## config.mk

```make
export PLATFORM = sky130hd
export DESIGN_NAME = i2c_req_sched
export DESIGN_NICKNAME = d
export VERILOG_FILES = /design/src/rtl/i2c_sched_pkg.sv /design/src/rtl/rr_arbiter.sv /design/src/rtl/i2c_req_sched.sv
export SDC_FILE = /design/constraint.sdc
export NUM_CORES = 1
export LEC_CHECK = 0
export BUFFER_PORTS_ARGS = -buffer_cell sky130_fd_sc_hd__buf_2
export CAP_MARGIN = 5
export CORE_MARGIN = 3
export CORE_UTILIZATION = 45
export DETAILED_ROUTE_END_ITERATION = 8
export PLACE_DENSITY = 0.83
export SLEW_MARGIN = 0
export SYNTH_ARGS = -nofsm -noshare
export SYNTH_HDL_FRONTEND = slang
export SYNTH_SLANG_ARGS = --single-unit
```

## constraint.sdc

```tcl
create_clock -name clk_i -period 6.6 [get_ports clk_i]
set_clock_uncertainty 0.15 [all_clocks]
set_input_delay 0.33 -clock clk_i [delete_from_list [all_inputs] [get_ports clk_i]]
set_output_delay 0.33 -clock clk_i [all_outputs]
set_load 0.01 [all_outputs]
```

## src/rtl/i2c_sched_pkg.sv

```systemverilog
// Shared types and constants for the i2c request scheduler.
package i2c_sched_pkg;

   typedef enum logic [2:0] {
      IDLE,
      ISSUE,
      WAIT_BUSY,
      WAIT_DONE,
      RECOVER,
      RESP
   } sched_state_e;

   typedef struct packed {
      logic       read;
      logic [7:0] addr;
      logic [7:0] sreg;
      logic [7:0] data;
   } i2c_req_t;

   localparam int RECOVER_CYCLES = 2;
   // idle cycles after a response so done->grant spans at least 4 cycles
   localparam int GAP_CYCLES = 2;

endpackage

```

## src/rtl/rr_arbiter.sv

```systemverilog
// Combinational round-robin picker: first set request at or after ptr.
module rr_arbiter #(
   parameter  int N  = 4,
   localparam int IW = (N > 1) ? $clog2(N) : 1
) (
   input  logic [N-1:0]  req,
   input  logic [IW-1:0] ptr,
   output logic [IW-1:0] gnt_idx,
   output logic          valid
);

   localparam int SW = IW + 1;

   logic [N-1:0]  rot;
   logic [SW-1:0] sum;

   always_comb begin
      rot     = N'({req, req} >> ptr);
      sum     = '0;
      gnt_idx = '0;
      for (int i = N - 1; i >= 0; i--) begin
         if (rot[i]) begin
            sum     = {1'b0, ptr} + SW'(i);
            gnt_idx = (sum >= SW'(N)) ? IW'(sum - SW'(N))
                                      : sum[IW-1:0];
         end
      end
   end

   assign valid = |req;

endmodule

```

## src/rtl/i2c_req_sched.sv

```systemverilog
// Round-robin scheduler sharing one i2c master among NUM_REQ requesters,
// with watchdog recovery and per-requester responses.
module i2c_req_sched
   import i2c_sched_pkg::*;
#(
   parameter int NUM_REQ = 4,
   parameter int TMO_W   = 20
) (
   input  logic                    clk_i,
   input  logic                    rst_i,
   input  logic                    en_i,
   input  logic [TMO_W-1:0]        timeout_i,
   input  logic [NUM_REQ-1:0]      req_i,
   input  logic [NUM_REQ-1:0]      req_read_i,
   input  logic [NUM_REQ-1:0][7:0] req_addr_i,
   input  logic [NUM_REQ-1:0][7:0] req_reg_i,
   input  logic [NUM_REQ-1:0][7:0] req_data_i,
   output logic [NUM_REQ-1:0]      gnt_o,
   output logic [NUM_REQ-1:0]      done_o,
   output logic [7:0]              rsp_data_o,
   output logic                    rsp_err_o,
   output logic                    rsp_tmo_o,
   output logic                    m_enable_o,
   output logic                    m_start_o,
   output logic                    m_read_o,
   output logic [7:0]              m_addr_o,
   output logic [7:0]              m_reg_o,
   output logic [7:0]              m_data_o,
   input  logic                    m_ready_i,
   input  logic                    m_error_i,
   input  logic [7:0]              m_data_i
);

   localparam int IW = $clog2(NUM_REQ);

   sched_state_e        state;
   i2c_req_t            cur;
   logic [IW-1:0]       rr_ptr, idx, arb_idx, nxt_ptr;
   logic [NUM_REQ-1:0]  idx_oh;
   logic [TMO_W-1:0]    tmo_cnt;
   logic [1:0]          rec_cnt, gap_cnt;
   logic                arb_valid, busy, tmo_hit, abort;

   rr_arbiter #(.N(NUM_REQ)) u_arb (
      .req     (req_i),
      .ptr     (rr_ptr),
      .gnt_idx (arb_idx),
      .valid   (arb_valid)
   );

   assign nxt_ptr = (idx == IW'(NUM_REQ - 1)) ? '0 : idx + IW'(1);
   assign idx_oh  = NUM_REQ'(1) << idx;
   assign busy    = (state == WAIT_BUSY) || (state == WAIT_DONE);
   assign tmo_hit = (timeout_i != '0) &&
                    (tmo_cnt == timeout_i - TMO_W'(1));
   assign abort   = !en_i && (state != IDLE) && (state != RESP);

   assign m_read_o = cur.read;
   assign m_addr_o = cur.addr;
   assign m_reg_o  = cur.sreg;
   assign m_data_o = cur.data;

   always_ff @(posedge clk_i or posedge rst_i) begin
      if (rst_i) begin
         state      <= IDLE;
         cur        <= '0;
         idx        <= '0;
         rr_ptr     <= '0;
         tmo_cnt    <= '0;
         rec_cnt    <= '0;
         gap_cnt    <= '0;
         gnt_o      <= '0;
         done_o     <= '0;
         rsp_data_o <= '0;
         rsp_err_o  <= 1'b0;
         rsp_tmo_o  <= 1'b0;
         m_enable_o <= 1'b0;
         m_start_o  <= 1'b0;
      end else begin
         gnt_o      <= '0;
         done_o     <= '0;
         m_start_o  <= 1'b0;
         m_enable_o <= en_i;
         if (busy && tmo_cnt != '1) tmo_cnt <= tmo_cnt + TMO_W'(1);
         if (abort) begin
            state      <= RESP;
            done_o     <= idx_oh;
            rsp_data_o <= '0;
            rsp_err_o  <= 1'b1;
            rsp_tmo_o  <= 1'b0;
            if (state == ISSUE) rr_ptr <= nxt_ptr;
         end else begin
            unique case (state)
               IDLE: begin
                  if (gap_cnt != '0) begin
                     gap_cnt <= gap_cnt - 2'd1;
                  end else if (en_i && m_ready_i && arb_valid) begin
                     idx       <= arb_idx;
                     cur       <= '{read: req_read_i[arb_idx],
                                    addr: req_addr_i[arb_idx],
                                    sreg: req_reg_i[arb_idx],
                                    data: req_data_i[arb_idx]};
                     gnt_o     <= NUM_REQ'(1) << arb_idx;
                     m_start_o <= 1'b1;
                     state     <= ISSUE;
                  end
               end
               ISSUE: begin
                  rr_ptr  <= nxt_ptr;
                  tmo_cnt <= '0;
                  state   <= WAIT_BUSY;
               end
               WAIT_BUSY: begin
                  if (tmo_hit) begin
                     m_enable_o <= 1'b0;
                     rec_cnt    <= '0;
                     state      <= RECOVER;
                  end else if (!m_ready_i) begin
                     state <= WAIT_DONE;
                  end
               end
               WAIT_DONE: begin
                  if (m_ready_i) begin
                     done_o     <= idx_oh;
                     rsp_err_o  <= m_error_i;
                     rsp_tmo_o  <= 1'b0;
                     rsp_data_o <= (cur.read && !m_error_i) ? m_data_i
                                                             : 8'h00;
                     state      <= RESP;
                  end else if (tmo_hit) begin
                     m_enable_o <= 1'b0;
                     rec_cnt    <= '0;
                     state      <= RECOVER;
                  end
               end
               RECOVER: begin
                  if (rec_cnt == 2'(RECOVER_CYCLES - 1)) begin
                     done_o     <= idx_oh;
                     rsp_err_o  <= 1'b1;
                     rsp_tmo_o  <= 1'b1;
                     rsp_data_o <= '0;
                     state      <= RESP;
                  end else begin
                     m_enable_o <= 1'b0;
                     rec_cnt    <= rec_cnt + 2'd1;
                  end
               end
               RESP: begin
                  gap_cnt <= 2'(GAP_CYCLES);
                  state   <= IDLE;
               end
               default: state <= IDLE;
            endcase
         end
      end
   end

endmodule

```

==> results by group, run 1 <==
Critical path
  – R2R Path Start: state[2]$_DFFE_PP0P_
  – Critical path depth: 11
  – Reg2reg setup slack: 3.66 ns
  – WS Path Type: input pin to flop
  – Crit-path leading delay family: simple AND/OR/NAND/NOR gates
  – Data arrival, critical path: 3.12 ns
  – Worst Path Required: 6.70 ns
  – CP peak stage delay: 0.52 ns
  – Critical Path Start: timeout_i[0]
  – CP most frequent cell: nor3_1
  – CP Launch Type: input pin
  – Worst path buffer plus inverter count: 2
  – Critical Path Slowest Stage Cell: or3b_1
  – CP Cell Sequence: buf_2 > inv_1 > ha_1 > or3b_1 > or4b_1 > a311oi_1 > nor3_1 > nor4_4 > nand3_2 > mux2i_1 > nor3_1
  – RR Endpoint: state[0]$_DFFE_PP0P_
  – Crit path max fanout: 10
  – R2R depth: 8
  – CP Capture Type: flop
  – Worst Setup EP: state[0]$_DFFE_PP0P_

Clocking
  – CTS root buf: clkbuf_8
  – TritonCTS Buffers: 9
  – Resized Gates After CTS: 0
  – Clock Latency Late Sink: 0.33 ns
  – Max Root-Sink Buffers: 2
  – H-tree depth: 3
  – Clk sinks: 76
  – Post-CTS Hold Buffers: 0
  – Worst-path clk slew: 0.09 ns
  – Setup bufs post-CTS: 0
  – CTS tree: yes

Floorplan
  – Die W: 111.8 um
  – Core Area: 10600 um^2
  – I/O pin cnt: 182
  – Cell Rows: 37
  – Die height: 111.8 um
  – Initial core utilization: 47.47%
  – Die area: 12490 um^2

Placement
  – Placed cells: 929
  – IO buf count: 181
  – Dpl hpwl: 9569 um
  – Placer Congestion: 0.8689

Logic synthesis
  – Most frequent cell after synthesis: nand2_1
  – Yosys warnings: 0
  – Mapped Nets: 793
  – Synth top area cells: dfrtp_1 38%, nand2_1 13%, o21ai_0 5.7%
  – Cell taking the most area after synthesis: dfrtp_1
  – Synth cell count leaders: 179 x nand2_1, 76 x dfrtp_1, 57 x o21ai_0
  – Count of cell types in the netlist: 70
  – Flops & latches, synth: 76
  – Fraction of registers with async set/reset: 100.0%
  – Post-Synthesis Cell Area: 5032 um^2
  – Yosys top cell area share: 37.79%
  – Main synth FF type: dfrtp_1
  – Post-synth EDFFs: 0
  – Post-synthesis sequential area ratio: 37.79%
  – Post-Syn Instances: 647
  – Synth Area per Inst: 7.778 um^2

Global routing
  – GRT Total Usage: 20.16%
  – Number of global-route vias before repair: 4765
  – Grt ovf: 0
  – Largest net degree at the start of global routing: 77
  – First-pass GRT wire length: 21650 um
  – Initial antenna violation count: 0

Finish
  – Fin nets: 950
  – P&R area growth vs syn: 23.22%
  – Antenna diodes: 0
  – Final Non-Filler Cells: 945
  – Fill count: 1005
  – Fin util: 58.49%
  – Layout cells sized above 1: 26.70%

Hold path
  – Hold WC Path Type: input pin to flop

Timing
  – Fmax: 331.6 MHz
  – Worst slew margin: 25.69%
  – Final min period: 3.016 ns
  – Setup TNS: 0 ns
  – Slew @ Worst Pin: 1.112 ns
  – RSZ-0062 raised after global routing: no
  – Tcrit/Tclk final: 45.69%
  – # setup viols final: 0
  – Final Max Tran Viols: 0
  – Fin. Hold Viols: 0
  – Hold_ws: 0.05815 ns

Detailed routing
  – Post-route DRC: 0
  – DR vias/cell: 5.269
  – Vias: 4979
  – Drt initial violations: 287
  – Routed wire per std cell: 13.52 um
  – Routed WL: 12780 um
  – Pre-antenna DRT Iters: 4
  – Routed Antenna Nets: 0

Status
  – Outcome: complete, no violations

Job
  – # Max-Cap Violations: 0

Power and ir drop
  – Power, Total: 1.888 mW
  – Max IR drop VDD: 0.0001515 V
  – PwrDens: 304.5 nW/um^2
  – Lkg Pwr: 3.131 nW
-- routing by layer --
layer / global-route usage, % / part of all wire, %
met1: 26.75 / 45
met2: 34.05 / 49
met3: 4.293 / 5.9
met4: 4.217 / 0.83
met5: 0 / 0
-- where the power goes --
group	leakage, nW	switching (mW)	internal, mW
sequential	1.00	0.114	0.602
clock	0.0995	0.184	0.188
combinational	2.03	0.479	0.321
-- cell type report --
type / instances / area [um^2] / share of cell area [%]
multi-input combinational: 514 / 2912 / 46.95
sequential: 76 / 1902 / 30.67
timing repair buffer: 186 / 943.4 / 15.21
tap: 136 / 170.2 / 2.744
clock buffer: 10 / 137.6 / 2.220
clock inverter: 6 / 71.32 / 1.150
inverter: 17 / 65.06 / 1.049
-- worst reg2reg max path, stage by stage, from the launching register on --
cell and delay (ns):
dfrtp_1 0.63, nor3b_1 0.58, a32oi_1 0.18, and2_1 0.43
a211oi_1 0.31, nor2_1 0.06, o221ai_1 0.23, mux2i_1 0.11
nor3_1 0.18
-- metrics by stage --
stage	setup slack [ns]	cell area (um^2)
final	3.584	6201
after detailed placement	3.249	5992
after floorplan	3.556	5032
after CTS	3.596	6201
after global placement	3.320	5992
after global routing	3.283	6201
-- kinds of logic after synthesis --
kind of cell | count (synthesis) | synth area share, %
AND/OR/NAND/NOR | 345 | 32.32
AO/OA/AOI/OAI | 118 | 15.34
flip-flops | 76 | 37.79
buffers and inverters | 57 | 4.848
XOR/XNOR | 37 | 6.440
adder cells (fa/ha/maj) | 9 | 2.238
multiplexers | 5 | 1.019
-- cells in the final DEF, fill, tap and decap left out, types with 3 or more instances in the layout --
| cell | netlist | routed |
|---|---|---|
| a211oi_1 | 3 | 3 |
| a21oi_1 | 9 | 8 |
| a22o_1 | 8 | 8 |
| and2_1 | 3 | 3 |
| and4_1 | 4 | 4 |
| buf_2 | 3 | 181 |
| buf_4 | 1 | 5 |
| clkbuf_8 | 0 | 10 |
| dfrtp_1 | 76 | 76 |
| ha_1 | 9 | 9 |
| inv_1 | 17 | 16 |
| mux2i_1 | 4 | 4 |
| nand2_1 | 179 | 179 |
| nand2b_1 | 3 | 3 |
| nand3_1 | 33 | 33 |
| nand4_1 | 8 | 8 |
| nand4b_1 | 5 | 5 |
| nor2_1 | 49 | 49 |
| nor2b_1 | 9 | 9 |
| nor3_1 | 18 | 18 |
| nor4_1 | 5 | 5 |
| nor4b_1 | 3 | 3 |
| o21ai_0 | 57 | 57 |
| o221ai_1 | 3 | 3 |
| or3_1 | 5 | 5 |
| or4_1 | 3 | 3 |
| xnor2_1 | 15 | 15 |
| xor2_1 | 22 | 22 |
-- sequential cells by signal, indices dropped and copies added, names as in the netlist, 2 cells and up --
| name | cells |
|---|---|
| m_reg_o | 8 |
| done_o | 4 |
| idx | 2 |
| gap_cnt | 2 |
| gnt_o | 4 |
| tmo_cnt | 20 |
| rsp_data_o | 8 |
| m_addr_o | 8 |
| m_data_o | 8 |
| state | 3 |
| rec_cnt | 2 |
| rr_ptr | 2 |
-- how the worst min path moves through the flow --
stage,startpoint,to,depth (start not counted)
final,m_data_i[6],rsp_data_o[6]$_DFFE_PP0P_,2
after global routing,m_data_i[6],rsp_data_o[6]$_DFFE_PP0P_,2
after CTS,m_data_i[6],rsp_data_o[6]$_DFFE_PP0P_,2
after detailed placement,m_reg_o[1]$_DFFE_PP0P_,m_reg_o[1]$_DFFE_PP0P_,2
after global placement,m_reg_o[1]$_DFFE_PP0P_,m_reg_o[1]$_DFFE_PP0P_,2
after floorplan,gap_cnt[1]$_DFFE_PP0P_,gap_cnt[1]$_DFFE_PP0P_,1
(Power assumes the default switching activity.)
==> run 2, diff against run 1 <==
Settings changed: PLACE_DENSITY 0.83 to 0.85.
Clock period 6.6 ns to 2.5 ns, I/O delays scaled along.
==> run 2 against run 1 <==
  * Non-clock buffer count grew 78
  * Hold slack lost 0.049 ns
  * Worst setup slack got worse by 3.5 ns
  * First-iteration DRC count is 10% lower
  * Combinational power rose to 3.1 times the previous value
  * Sequential share of layout area down 3.5 points
  * Via count increased by 10%
  * Global-route usage grew 2.9 points
  * Core utilization up 7.5 points
  * Routed wire length increased by 17%
  * Critical endpoint is now state[2]$_DFFE_PP0P_
  * Highest routed layer unchanged
==> results by group, run 2 (synthesis results as in run 1) <==
Critical path
  – Data arrival, critical path: 2.51 ns
  – Crit path max fanout: 4
  – R2R depth: 9
  – R2R Path Start: tmo_cnt[11]$_DFF_PP0_
  – WS Path Type: input pin to flop
  – Reg2reg setup slack: 0.14 ns
  – CP Launch Type: input pin
  – Worst Path Required: 2.62 ns
  – CP Capture Type: flop
  – RR Endpoint: state[2]$_DFFE_PP0P_

Hold path
  – Hold_sp: req_reg_i[1]
  – WHS Path Cells: 5
  – Hold WC Path Type: input pin to flop
  – Hold EP: m_reg_o[1]$_DFFE_PP0P_

Finish
  – Fin util: 65.95%
  – Largest register FFs: 20
  – Reg area: 1903 um^2
  – Most common cell after layout, fill and taps aside: buf_2
  – Design area: 6992 um^2
  – P&R area growth vs syn: 38.94%
  – Antenna diodes: 0
  – Fin nets: 1029
  – Fill count: 860
  – Multi-input logic area: 2967 um^2
  – Most flops, register: tmo_cnt
  – Most frequent cells in the layout: 181 x buf_2, 179 x nand2_1, 75 x dfrtp_1
  – Layout cells sized above 1: 29.88%

Detailed routing
  – DR vias/cell: 5.369
  – Routed Antenna Nets: 0
  – Drt initial violations: 258
  – Vias: 5492
  – Routed WL: 14920 um
  – Pre-antenna DRT Iters: 5
  – Post-route DRC: 0
  – Routed wire per std cell: 14.58 um

Power and ir drop
  – PwrDens: 764.2 nW/um^2
  – Switching Share: 39.72%
  – Max IR drop VDD: 0.0004095 V
  – Lkg Pwr: 3.523 nW
  – P_int: 3.221 mW
  – Flop pwr share: 34.7%
  – Power share of the clock group: 19.7%
  – Sw power: 2.122 mW
  – Logic pwr share: 45.6%

Global routing
  – Number of global-route vias before repair: 5352
  – Initial antenna violation count: 0
  – Largest net degree at the start of global routing: 77
  – First-pass GRT wire length: 24270 um
  – Grt ovf: 0
  – GRT Total Usage: 23.03%

Timing
  – # setup viols final: 0
  – Setup TNS: 0 ns
  – Final Max Tran Viols: 0
  – Slew @ Worst Pin: 1.130 ns
  – Final min period: 2.390 ns
  – Hold_ws: 0.009158 ns
  – Fin. Hold Viols: 0
  – Tcrit/Tclk final: 95.61%
  – Setup ws final: 0.1097 ns
  – Fmax: 418.4 MHz
  – RSZ-0062 raised after global routing: no
  – Worst slew margin: 24.64%

Floorplan
  – I/O pin cnt: 182
  – Initial core utilization: 47.47%
  – Die area: 12490 um^2
  – Cell Rows: 37
  – Die W: 111.8 um
  – Core Area: 10600 um^2
  – Die height: 111.8 um

Clocking
  – Clk sinks: 76
  – H-tree depth: 3
  – CTS root buf: clkbuf_8
  – Worst-path clk slew: 0.08 ns
  – CTS tree: yes
  – Max Root-Sink Buffers: 2
  – TritonCTS Buffers: 9
  – Setup bufs post-CTS: 0
  – Clock Latency Late Sink: 0.34 ns

Placement
  – IO buf count: 181
  – Pre-CTS WS: -0.2612 ns
  – Dpl hpwl: 10350 um
  – Area after DPL: 6355 um^2
  – Placer Congestion: 0.8778

Job
  – # Max-Cap Violations: 0

Status
  – Outcome: complete, no violations
run 2: cell types whose count changed in the layout (fill, tap and decap cells not counted), sizes merged:
cell / delta
buf: +40
bufinv: +1
clkbuf: +1
clkinv: -1
clkinvlp: -1
dlygate4sd3: +38
inv: -1
o22ai: +1
run 2: worst max-delay path by stage:
stage | depth (start not counted) | from | end | slack, ns
after floorplan | 13 | timeout_i[0] | state[2]$_DFFE_PP0P_ | -0.15
after global placement | 11 | timeout_i[1] | state[2]$_DFFE_PP0P_ | -0.20
after detailed placement | 13 | timeout_i[1] | state[1]$_DFFE_PP0P_ | -0.26
after CTS | 8 | rr_ptr[0]$_DFFE_PP0N_ | m_addr_o[2]$_DFFE_PP0P_ | 0.03
after global routing | 9 | tmo_cnt[11]$_DFF_PP0_ | state[0]$_DFFE_PP0P_ | 0.01
final | 10 | timeout_i[1] | state[2]$_DFFE_PP0P_ | 0.11
run 2: layout make-up:
class,instances,area share [%]
inverters,17,0.9485
clock inverters,4,1.038
repair buffers,264,23.77
multi-input cells,515,42.43
clock buffers,11,2.165
well taps,136,2.434
flip-flops and latches,76,27.22
run 2: per-stage QoR:
stage          instances  power (mW)
4_1_cts             1022       5.340
5_1_grt             1023       5.822
3_3_place_gp         969       4.155
6_report            1023       5.343
3_5_place_dp         969       4.216
2_1_floorplan        647       3.326
run 2: timing repair:
| action | in CTS | in global routing |
|---|---|---|
| gates resized for setup | 0 | 6 |
| hold buffers | 38 | 0 |
| hold endpoints to repair | 100 | 0 |
| setup endpoints to repair | 0 | 31 |
run 2: critical path, stage by stage:
cell	delay [ns]
buf_2	0.10
buf_4	0.13
or4_4	0.56
or2_4	0.28
a2111oi_2	0.38
a21oi_1	0.12
nor4_4	0.30
nand3_2	0.17
o221a_1	0.29
nand2_1	0.06
run 2: power by group through the flow:
stage                     Sequential, mW  Combinational [mW]  Clock [mW]
after CTS                           1.85                2.40        1.09
after detailed placement            1.86                2.35           0
after global placement              1.85                2.30           0
after global routing                1.91                2.77        1.14
final                               1.85                2.44        1.05
after floorplan                     1.94                1.38           0
run 2: routing by layer:
metal | global-route usage (%) | part of all wire (%) | vias up
met2 | 40.09 | 50 | 225
li1 | - | - | 2710
met5 | 0 | 0 | -
met3 | 4.837 | 7.0 | 32
met1 | 28.41 | 41 | 2525
met4 | 7.624 | 1.8 | 0
